**src/rtl/usb_rx_line_decoder_pkg.sv**
```systemverilog
// Shared types and default timing constants for the USB full-speed RX line decoder.
// Exports: line_state_t (J/K/SE0/SE1), dec_state_t (decoder FSM states),
//   DEF_* default parameters and line_state() to classify a synchronised D+/D- pair.
package usb_rx_pkg;

  localparam int DEF_CLKS_PER_BIT = 8;  // clk cycles per 12 Mb/s bit
  localparam int DEF_SAMPLE_PT    = 3;  // phase at which the line is sampled
  localparam int DEF_STUFF_LIMIT  = 6;  // run of 1s after which a stuffed 0 follows

  typedef enum logic [1:0] {
    LS_J   = 2'd0,
    LS_K   = 2'd1,
    LS_SE0 = 2'd2,
    LS_SE1 = 2'd3
  } line_state_t;

  typedef enum logic [1:0] {
    DEC_IDLE = 2'd0,
    DEC_RUN  = 2'd1,
    DEC_SE0  = 2'd2
  } dec_state_t;

  // Full-speed signalling: J = D+ high, K = D- high.
  function automatic line_state_t line_state(input logic dp, input logic dm);
    line_state_t ls;
    case ({dp, dm})
      2'b10:   ls = LS_J;
      2'b01:   ls = LS_K;
      2'b00:   ls = LS_SE0;
      default: ls = LS_SE1;
    endcase
    return ls;
  endfunction

endpackage

```
**src/rtl/usb_rx_line_decoder_if.sv**
```systemverilog
// Bundle between the USB line pins, the line decoder and its consumers.
// master: the decoder (takes d_plus/d_minus, drives edge/eop/bit/error pulses).
// slave : the opposite side (drives the pins, observes the decoder pulses).
interface usb_rx_line_decoder_if;
  logic d_plus;
  logic d_minus;
  logic d_edge;
  logic eop;
  logic shift_strobe;
  logic d_orig;
  logic stuff_err;
  logic line_err;

  modport master (
    input  d_plus, d_minus,
    output d_edge, eop, shift_strobe, d_orig, stuff_err, line_err
  );

  modport slave (
    output d_plus, d_minus,
    input  d_edge, eop, shift_strobe, d_orig, stuff_err, line_err
  );
endinterface

```
**src/rtl/usb_rx_line_decoder_sync2.sv**
```systemverilog
// Two-flop synchroniser for one asynchronous line, with a configurable reset value.
// Ports: clk, n_rst (async active-low), async_in (raw pin), sync_out (2 clk later).
// No handshake; output simply follows the input after two clock edges.
module usb_rx_sync2 #(
  parameter logic RST_VAL = 1'b0
) (
  input  logic clk,
  input  logic n_rst,
  input  logic async_in,
  output logic sync_out
);

  logic meta;

  always_ff @(posedge clk or negedge n_rst) begin
    if (!n_rst) begin
      meta     <= RST_VAL;
      sync_out <= RST_VAL;
    end else begin
      meta     <= async_in;
      sync_out <= meta;
    end
  end

endmodule

```
**src/rtl/usb_rx_line_decoder.sv**
```systemverilog
// USB 1.1 full-speed RX front end: synchronise D+/D-, recover bit timing from D+ edges,
//   NRZI-decode and strip stuffed bits; all pulses are 1 clk wide and registered.
// Ports: clk, n_rst (async active-low), bus (master modport: d_plus/d_minus in;
//   d_edge, eop, shift_strobe, d_orig, stuff_err, line_err out).
module usb_rx_line_decoder
  import usb_rx_pkg::*;
#(
  parameter int CLKS_PER_BIT = DEF_CLKS_PER_BIT,
  parameter int SAMPLE_PT    = DEF_SAMPLE_PT,
  parameter int STUFF_LIMIT  = DEF_STUFF_LIMIT
) (
  input  logic                 clk,
  input  logic                 n_rst,
  usb_rx_line_decoder_if.master bus
);

  localparam int PH_W   = (CLKS_PER_BIT > 1) ? $clog2(CLKS_PER_BIT) : 1;
  localparam int ONES_W = $clog2(STUFF_LIMIT + 1);

  localparam logic [PH_W-1:0]   PH_LAST   = PH_W'(CLKS_PER_BIT - 1);
  localparam logic [PH_W-1:0]   PH_SAMPLE = PH_W'(SAMPLE_PT);
  localparam logic [ONES_W-1:0] ONES_MAX  = ONES_W'(STUFF_LIMIT);

  // ---------------------------------------------------------------------------
  // Synchronisers (idle line = J) plus one extra stage for edge detection.
  // ---------------------------------------------------------------------------
  logic dp_sync, dm_sync;
  logic dp_q, dm_q;

  usb_rx_sync2 #(.RST_VAL(1'b1)) u_sync_dp (
    .clk      (clk),
    .n_rst    (n_rst),
    .async_in (bus.d_plus),
    .sync_out (dp_sync)
  );

  usb_rx_sync2 #(.RST_VAL(1'b0)) u_sync_dm (
    .clk      (clk),
    .n_rst    (n_rst),
    .async_in (bus.d_minus),
    .sync_out (dm_sync)
  );

  always_ff @(posedge clk or negedge n_rst) begin
    if (!n_rst) begin
      dp_q <= 1'b1;
      dm_q <= 1'b0;
    end else begin
      dp_q <= dp_sync;
      dm_q <= dm_sync;
    end
  end

  // Combinational precursor of d_edge. Acting on it directly lets the phase
  // counter read 0 in the very cycle the registered d_edge is high.
  logic edge_now;
  assign edge_now = dp_sync ^ dp_q;

  // ---------------------------------------------------------------------------
  // State
  // ---------------------------------------------------------------------------
  dec_state_t        state, state_nxt;
  logic [PH_W-1:0]   phase, phase_nxt;
  logic [ONES_W-1:0] ones, ones_nxt;
  logic              prev_dp, prev_dp_nxt;

  logic d_edge_r;
  logic eop_r, eop_nxt;
  logic strobe_r, strobe_nxt;
  logic d_orig_r, d_orig_nxt;
  logic stuff_err_r, stuff_err_nxt;
  logic line_err_r, line_err_nxt;

  always_ff @(posedge clk or negedge n_rst) begin
    if (!n_rst) begin
      state       <= DEC_IDLE;
      phase       <= '0;
      ones        <= '0;
      prev_dp     <= 1'b1;
      d_edge_r    <= 1'b0;
      eop_r       <= 1'b0;
      strobe_r    <= 1'b0;
      d_orig_r    <= 1'b0;
      stuff_err_r <= 1'b0;
      line_err_r  <= 1'b0;
    end else begin
      state       <= state_nxt;
      phase       <= phase_nxt;
      ones        <= ones_nxt;
      prev_dp     <= prev_dp_nxt;
      d_edge_r    <= edge_now;
      eop_r       <= eop_nxt;
      strobe_r    <= strobe_nxt;
      d_orig_r    <= d_orig_nxt;
      stuff_err_r <= stuff_err_nxt;
      line_err_r  <= line_err_nxt;
    end
  end

  // ---------------------------------------------------------------------------
  // Sampling, NRZI decode, unstuffing and line-state FSM
  // ---------------------------------------------------------------------------
  line_state_t ls;
  logic        sample;
  logic        nrzi_bit;

  assign ls       = line_state(dp_q, dm_q);
  assign sample   = (phase == PH_SAMPLE) && (state != DEC_IDLE);
  assign nrzi_bit = (dp_q == prev_dp);  // no transition decodes as 1

  always_comb begin
    state_nxt     = state;
    ones_nxt      = ones;
    prev_dp_nxt   = prev_dp;
    eop_nxt       = 1'b0;
    strobe_nxt    = 1'b0;
    d_orig_nxt    = d_orig_r;
    stuff_err_nxt = 1'b0;
    line_err_nxt  = 1'b0;

    case (state)
      DEC_IDLE: begin
        if (edge_now) begin
          state_nxt   = DEC_RUN;
          prev_dp_nxt = 1'b1;
          ones_nxt    = '0;
        end
      end

      DEC_RUN: begin
        if (sample) begin
          case (ls)
            LS_SE0: begin
              // EOP takes priority over any pending stuffed-bit slot.
              eop_nxt   = 1'b1;
              ones_nxt  = '0;
              state_nxt = DEC_SE0;
            end
            LS_SE1: begin
              line_err_nxt = 1'b1;
            end
            default: begin
              prev_dp_nxt = dp_q;
              if (ones < ONES_MAX) begin
                strobe_nxt = 1'b1;
                d_orig_nxt = nrzi_bit;
                ones_nxt   = nrzi_bit ? (ones + ONES_W'(1)) : '0;
              end else begin
                // Stuffed-bit slot: drop it; a 1 here means the sender broke stuffing.
                stuff_err_nxt = nrzi_bit;
                ones_nxt      = '0;
              end
            end
          endcase
        end
      end

      DEC_SE0: begin
        if (sample) begin
          case (ls)
            LS_J:    state_nxt = DEC_IDLE;
            LS_K: begin
              line_err_nxt = 1'b1;
              state_nxt    = DEC_IDLE;
            end
            LS_SE1:  line_err_nxt = 1'b1;
            default: state_nxt = DEC_SE0;
          endcase
        end
      end

      default: state_nxt = DEC_IDLE;
    endcase
  end

  // Phase runs only outside IDLE and realigns on every D+ transition.
  always_comb begin
    if (edge_now || (state_nxt == DEC_IDLE)) begin
      phase_nxt = '0;
    end else if (phase == PH_LAST) begin
      phase_nxt = '0;
    end else begin
      phase_nxt = phase + PH_W'(1);
    end
  end

  assign bus.d_edge       = d_edge_r;
  assign bus.eop          = eop_r;
  assign bus.shift_strobe = strobe_r;
  assign bus.d_orig       = d_orig_r;
  assign bus.stuff_err    = stuff_err_r;
  assign bus.line_err     = line_err_r;

endmodule

```
**src/flat_wrapper.sv**
```systemverilog
// flat-port wrapper written by rule: the top's interface ports become plain ports
module usb_rx_line_decoder_flat import usb_rx_pkg::*;
#(
  parameter int CLKS_PER_BIT = DEF_CLKS_PER_BIT,
  parameter int SAMPLE_PT    = DEF_SAMPLE_PT,
  parameter int STUFF_LIMIT  = DEF_STUFF_LIMIT
)
  (clk, n_rst, bus_d_plus, bus_d_minus, bus_d_edge, bus_eop, bus_shift_strobe, bus_d_orig, bus_stuff_err, bus_line_err);
  usb_rx_line_decoder_if bus_i ();
  input  logic clk;
  input  logic n_rst;
  input wire logic [$bits(bus_i.d_plus)-1:0] bus_d_plus;
  input wire logic [$bits(bus_i.d_minus)-1:0] bus_d_minus;
  output wire logic [$bits(bus_i.d_edge)-1:0] bus_d_edge;
  output wire logic [$bits(bus_i.eop)-1:0] bus_eop;
  output wire logic [$bits(bus_i.shift_strobe)-1:0] bus_shift_strobe;
  output wire logic [$bits(bus_i.d_orig)-1:0] bus_d_orig;
  output wire logic [$bits(bus_i.stuff_err)-1:0] bus_stuff_err;
  output wire logic [$bits(bus_i.line_err)-1:0] bus_line_err;
  assign bus_i.d_plus = bus_d_plus;
  assign bus_i.d_minus = bus_d_minus;
  assign bus_d_edge = bus_i.d_edge;
  assign bus_eop = bus_i.eop;
  assign bus_shift_strobe = bus_i.shift_strobe;
  assign bus_d_orig = bus_i.d_orig;
  assign bus_stuff_err = bus_i.stuff_err;
  assign bus_line_err = bus_i.line_err;
  usb_rx_line_decoder #(.CLKS_PER_BIT(CLKS_PER_BIT), .SAMPLE_PT(SAMPLE_PT), .STUFF_LIMIT(STUFF_LIMIT)) u_core (.clk(clk), .n_rst(n_rst), .bus(bus_i));
endmodule
```
**config.mk**
```make
export PLATFORM = sky130hd
export DESIGN_NAME = usb_rx_line_decoder_flat
export DESIGN_NICKNAME = d
export VERILOG_FILES = /design/src/rtl/usb_rx_line_decoder_pkg.sv /design/src/rtl/usb_rx_line_decoder_if.sv /design/src/rtl/usb_rx_line_decoder_sync2.sv /design/src/rtl/usb_rx_line_decoder.sv /design/src/flat_wrapper.sv
export SDC_FILE = /design/constraint.sdc
export NUM_CORES = 1
export LEC_CHECK = 0
export CAP_MARGIN = 20
export CORE_MARGIN = 3
export CORE_UTILIZATION = 35
export CTS_CLUSTER_SIZE = 20
export DETAILED_ROUTE_END_ITERATION = 16
export HOLD_SLACK_MARGIN = 0.08
export PLACE_DENSITY = 0.54
export SKIP_CTS_REPAIR_TIMING = 1
export SLEW_MARGIN = 20
export SYNTH_ARGS = -nofsm -noshare
export SYNTH_HDL_FRONTEND = slang
export SYNTH_SLANG_ARGS = --single-unit
```
**constraint.sdc**
```tcl
create_clock -name clk -period 2 [get_ports clk]
set_input_delay 0.4 -clock clk [delete_from_list [all_inputs] [get_ports clk]]
set_output_delay 0.4 -clock clk [all_outputs]
set_load 0.02 [all_outputs]
```
==> results of run 1 <==
stage by stage:
step,setup slack (ns),area (um2),cells
2_1_floorplan,0.3045,1065,90
3_3_place_gp,0.1654,1201,131
3_5_place_dp,0.1418,1201,131
4_1_cts,0.1123,1229,135
5_1_grt,0.008475,1230,135
6_report,0.1769,1230,135
critical path, delay by kind of cell, from the launching register on:
kind	cells	cell delay, ns
AOI/OAI and AO/OA	1	0.08
DFF	1	0.63
adders and majority gates	1	0.31
buffers and inverters	1	0.08
and+or+nand+nor	2	0.62
Yosys cell counts:
cell type	number	area (um2)
inv_2	1	3.750
nor3_1	2	10.01
a2111oi_4	1	27.53
ha_1	12	150.1
nor3b_1	2	15.01
xor2_1	1	8.760
dfrtp_1	17	425.4
o21ai_1	2	10.01
o32ai_1	1	8.760
o21bai_1	1	7.510
nor4_1	1	6.260
a211oi_1	1	7.510
o21ai_2	1	8.760
nor3b_2	2	25.02
nor2b_2	1	8.760
nand2b_1	3	18.77
a31oi_1	1	6.260
nand3_1	4	20.02
dfstp_2	4	105.1
nor4b_1	1	8.760
a311oi_1	1	8.760
inv_1	8	30.03
and3_4	1	11.26
xnor2_2	1	16.27
or3_1	1	6.260
nand2_1	6	22.52
nor2_1	1	3.750
mux2i_1	1	10.01
a21oi_1	6	30.03
a221o_1	1	10.01
nor4_2	1	12.51
o21ai_0	2	10.01
o32a_2	1	11.26
power groups by stage:
stage                     Clock (mW)  Combinational (mW)  Sequential (mW)
after floorplan                    0               0.305            0.561
after global placement             0               0.404            0.558
after detailed placement           0               0.405            0.562
after CTS                      0.218               0.411            0.554
after global routing           0.240               0.464            0.562
final                          0.203               0.407            0.552
logic make-up (layout without fill, tap and decap cells):
kind of cell / Yosys count / in the layout / synth area share, %
AND/OR/NAND/NOR: 26 / 26 / 15.86
flip-flops: 21 / 21 / 49.82
AO/OA/AOI/OAI: 19 / 19 / 13.75
adder cells (fa/ha/maj): 12 / 12 / 14.10
buffers and inverters: 9 / 23 / 3.173
XOR/XNOR: 2 / 2 / 2.351
multiplexers: 1 / 1 / 0.9401
final timing paths:
kind | endpoint | slack [ns] | depth (start not counted)
setup reg to reg | u_core.phase[2]$_DFF_PN0_ | 0.18 | 5
hold / removal | u_core.u_sync_dm.sync_out$_DFF_PN0_ | 0.36 | 0
setup / recovery | u_core.phase[2]$_DFF_PN0_ | 0.18 | 5
min in group asynchronous | u_core.phase[2]$_DFF_PN0_ | 0.41 | 2
max in group asynchronous | u_core.prev_dp$_DFFE_PN1P_ | 1.33 | 2
hold reg to reg | u_core.u_sync_dm.sync_out$_DFF_PN0_ | 0.36 | 0
per-layer routing:
layer	up-vias	share of wire [%]	global-route usage (%)
met2	19	45	17.67
li1	348	-	-
met4	0	2.9	7.430
met1	341	48	13.90
met5	-	0	0
met3	5	4.3	2.516
final cells by class:
cell class / instances / area, um2 / area share, %
Tap cell: 31 / 38.79 / 3.154
Timing Repair Buffer: 10 / 97.59 / 7.935
Clock inverter: 1 / 5.005 / 0.4069
Clock buffer: 3 / 22.52 / 1.831
Multi-Input combinational cell: 60 / 500.5 / 40.69
Inverter: 9 / 33.78 / 2.747
Sequential cell: 21 / 531.8 / 43.23
==> impl_metrics.yaml, run 1 <==
sta:
  fin_tns_setup_ns: 0
  max_slew_margin_pct: 73.13
  hold_viol: 0
  holdWs_ns: 0.3618
  setup_viol: 0
  skew_ns: 0.008567
  rsz0062_at_grt: "no"
  maxSlewViolCount: 0
  tightest_slew_ns: 0.4017
  min_period_ns: 1.823
  period_share_pct: 91.15
  fmax_ghz: 0.5485
cts:
  cts_made_buffers: 3
  insertion_delay_ns: 0.31
  clk_pin_slew_ns: 0.12
  htreeDepth: 1
  clock_path_buffers: 2
  cts-root-buf: "clkbuf_4"
  cts_tree: "done"
  clkSinkCount: 21
floorplan:
  dieHeight_um: 61.16
  rows: 19
  start_util_pct: 37.64
  dieWidth_um: 61.16
  dieArea_um2: 3740
  core_area_um2: 2829
  ioPinCount: 10
drt:
  wl_mm: 1.680
  avgRoutedWirePerCell_um: 12.44
  drt_iter0_drc: 22
  drtAntennaViolNets: 0
  vias: 713
  drcViolationCount: 0
  vias_per_cell: 5.281
  drt_pass1_iterations: 4
worst_setup_path:
  startpoint: "u_core.dp_q$_DFF_PN1_"
  slowest_stage: "dfstp_2"
  r2r_start: "u_core.dp_q$_DFF_PN1_"
  startpoint_type: "flip-flop"
  worstSetupPathType: "reg2reg"
  arrival_ns: 2.03
  path_cells: "inv_1, ha_1, nor4_2, a2111oi_4, nor4_1"
  cp_max_fo: 7
  crit_required_ns: 2.21
  timing.critical_path.to_type: "flip-flop"
  max_stage_delay_ns: 0.63
yosys:
  synthDistinctLibCells: 33
  postSynthRegisterBits: 21
  syn_nets: 106
  synth-seq-area-share_pct: 49.82
  yosysWarnings: 0
  syn_inst: 90
  avgSynthCellArea_um2: 11.83
  syn-cell-area_um2: 1065
layout:
  final_common_cell: "dfrtp_1"
  fillers: 272
  post_route_cells_drive_above_1_share_pct: 19.23
  antenna_cells: 0
  final_cell_mix: "dfrtp_1 (16), ha_1 (12), clkdlybuf4s50_1 (9), inv_1 (8)"
  largestRegisters: "u_core.ones x3, u_core.phase x3, u_core.state x2"
  fin_util_pct: 43.48
  nNetsFinal: 121
  area_delta_synth_final_pct: 15.51
pwr:
  leakagePower_nw: 0.5395
  internal-power_mw: 0.7491
  clockPowerShare_pct: 17.5
  p_per_area_nw_per_um2: 944.9
  seq_power_share_pct: 47.5
  p_switching_mw: 0.4130
  combinationalPowerShare_pct: 35.0
  total_power_mw: 1.162
  swShare_pct: 35.54
  ir_worst_vdd_mv: 0.3146
global_route:
  antenna_found_initial: 0
  grt_overflow: 0
  grt_max_degree: 22
  grt_pass1_wl_mm: 3.070
  track_usage_pct: 11.29
  grt_pass1_vias: 696
hold_path:
  hold_class: "reg2reg"
  min-delay-start: "u_core.u_sync_dm.meta$_DFF_PN0_"
placed_design:
  hpwl_mm: 1.319
  gp_congestion: 0.8380
  port_buffers: 9
flow_run:
  cap_viol_max_count: 0
run_status:
  status: "complete, no violations"
Note: power is estimated with default switching activity, not from simulation.
==> run 2, diff against run 1 <==
Settings changed: CORE_MARGIN 3 to 10.
Clock period 2 ns to 2.1 ns, I/O delays scaled along.
==> run 2 against run 1 <==
  * Final cell count rose by 0.74%
  * Sequential share of layout area fell by 0.32 points
  * Utilization rose by 0.22 points
  * Die area rose by 51%
  * Global-route usage fell by 3.8 points
  * Routed wire length rose by 9.5%
  * Via count fell by 2.1%
  * Clock power fell by 4%
==> impl_metrics.yaml, run 2 (synthesis gave the netlist of run 1 again) <==
run_status:
  status: "complete, no violations"
floorplan:
  start_util_pct: 37.64
  core_area_um2: 2829
  dieArea_um2: 5648
  ioPinCount: 10
  dieHeight_um: 75.16
  dieWidth_um: 75.16
  rows: 19
drt:
  vias: 698
  avgRoutedWirePerCell_um: 13.53
  drtAntennaViolNets: 0
  wl_mm: 1.840
  drt_iter0_drc: 16
  drcViolationCount: 0
  drt_pass1_iterations: 4
  vias_per_cell: 5.132
layout:
  post_route_cells_drive_above_1_share_pct: 19.05
  area_delta_synth_final_pct: 16.10
  final_cell_mix: "dfrtp_1 (17), ha_1 (12), clkdlybuf4s50_1 (9), inv_1 (8)"
  multi_input_area_um2: 500.5
  stdcell_area_um2: 1236
  nNetsFinal: 122
  antenna_cells: 0
  largestRegisters: "u_core.ones x3, u_core.phase x3, u_core.state x2"
  regArea_um2: 530.5
  final_common_cell: "dfrtp_1"
  fillers: 278
worst_setup_path:
  startpoint_type: "flip-flop"
  reg2reg_to: "u_core.phase[0]$_DFF_PN0_"
  crit_required_ns: 2.30
  worstSetupPathType: "reg2reg"
  arrival_ns: 2.08
  rrSetupSlack_ns: 0.21
  rr_worst_depth: 6
  r2r_start: "u_core.state[1]$_DFF_PN0_"
  path_cells: "inv_1, ha_1, a21oi_1, a31oi_1, a2111oi_4, nor3_1"
  slowest_stage: "dfrtp_1"
  max_stage_delay_ns: 0.51
  cp_max_fo: 8
  timing.critical_path.to_type: "flip-flop"
placed_design:
  place_area_um2: 1209
  place_ws_ns: 0.2577
  gp_congestion: 0.9043
  hpwl_mm: 1.495
  port_buffers: 9
pwr:
  ir_worst_vdd_mv: 0.3503
  p_per_area_nw_per_um2: 900.3
  total_power_mw: 1.113
  leakagePower_nw: 0.5460
cts:
  cts_made_buffers: 3
  clkSinkCount: 21
  insertion_delay_ns: 0.31
  htreeDepth: 1
  cts-root-buf: "clkbuf_4"
  clk_pin_slew_ns: 0.11
  clock_path_buffers: 2
  cts_tree: "done"
hold_path:
  hold_path_end: "u_core.dm_q$_DFF_PN0_"
  min-delay-start: "u_core.u_sync_dm.sync_out$_DFF_PN0_"
  hold_class: "reg2reg"
  hold_depth: 0
sta:
  setup_viol: 0
  skew_ns: 0.001894
  min_period_ns: 1.887
  period_share_pct: 89.84
  tightest_slew_ns: 0.4223
  holdWs_ns: 0.3619
  max_slew_margin_pct: 71.76
  maxSlewViolCount: 0
  setup_slack_ns: 0.2134
  fmax_ghz: 0.5301
  rsz0062_at_grt: "no"
  fin_tns_setup_ns: 0
  hold_viol: 0
global_route:
  grt_pass1_wl_mm: 3.222
  antenna_found_initial: 0
  grt_pass1_vias: 738
  grt_overflow: 0
  track_usage_pct: 7.455
  grt_max_degree: 13
flow_run:
  cap_viol_max_count: 0
run 2: cell count changes in the layout (fill, tap and decap cells not counted):
cell / before / now
dfrtp_2: 1 / 0
buf_4: 1 / 2
dfrtp_1: 16 / 17
run 2: final cells by class:
type,instances,share of cell area [%]
well taps,31,3.138
repair buffers,11,8.502
inverters,9,2.733
clock buffers,3,1.822
flip-flops and latches,21,42.91
multi-input cells,60,40.49
clock inverters,1,0.4049
run 2: per-stage QoR:
stage          instances  util [%]
6_report             136     43.70
5_1_grt              136     43.70
4_1_cts              136     43.70
3_5_place_dp         132     42.72
3_3_place_gp         132     42.72
2_1_floorplan         90         -
run 2: worst max-delay path by stage:
| stage | from | endpoint | slack, ns | cells past startpoint |
|---|---|---|---|---|
| after floorplan | u_core.state[1]$_DFF_PN0_ | u_core.phase[0]$_DFF_PN0_ | 0.40 | 6 |
| after detailed placement | u_core.state[1]$_DFF_PN0_ | u_core.phase[2]$_DFF_PN0_ | 0.26 | 6 |
| final | u_core.state[1]$_DFF_PN0_ | u_core.phase[0]$_DFF_PN0_ | 0.21 | 6 |
| after global placement | u_core.dp_q$_DFF_PN1_ | u_core.phase[2]$_DFF_PN0_ | 0.26 | 5 |
| after CTS | u_core.state[1]$_DFF_PN0_ | u_core.phase[0]$_DFF_PN0_ | 0.22 | 6 |
| after global routing | u_core.state[1]$_DFF_PN0_ | u_core.ones[2]$_DFFE_PN0P_ | 0.05 | 6 |
run 2: layer usage:
metal | vias to the layer above | global-route usage (%) | routed length, um | share of wire (%)
met3 | 7 | 1.971 | 97 | 5.3
met1 | 327 | 7.935 | 858 | 47
li1 | 351 | - | - | -
met5 | - | 0 | 0 | 0
met4 | 0 | 5.567 | 66 | 3.6
met2 | 13 | 12.48 | 817 | 44
run 2: worst max-delay path: cells and delay by family, from the launching register on:
| family | cells | cell delay (ns) |
|---|---|---|
| adder cells (fa/ha/maj) | 1 | 0.30 |
| AND/OR/NAND/NOR | 1 | 0.09 |
| buffers and inverters | 1 | 0.11 |
| flip-flops | 1 | 0.51 |
| AO/OA/AOI/OAI | 3 | 0.77 |
run 2: power breakdown:
group	internal, mW	switching, mW	total [mW]
combinational	0.169	0.225	0.395
sequential	0.475	0.0484	0.523
clock	0.0713	0.124	0.195
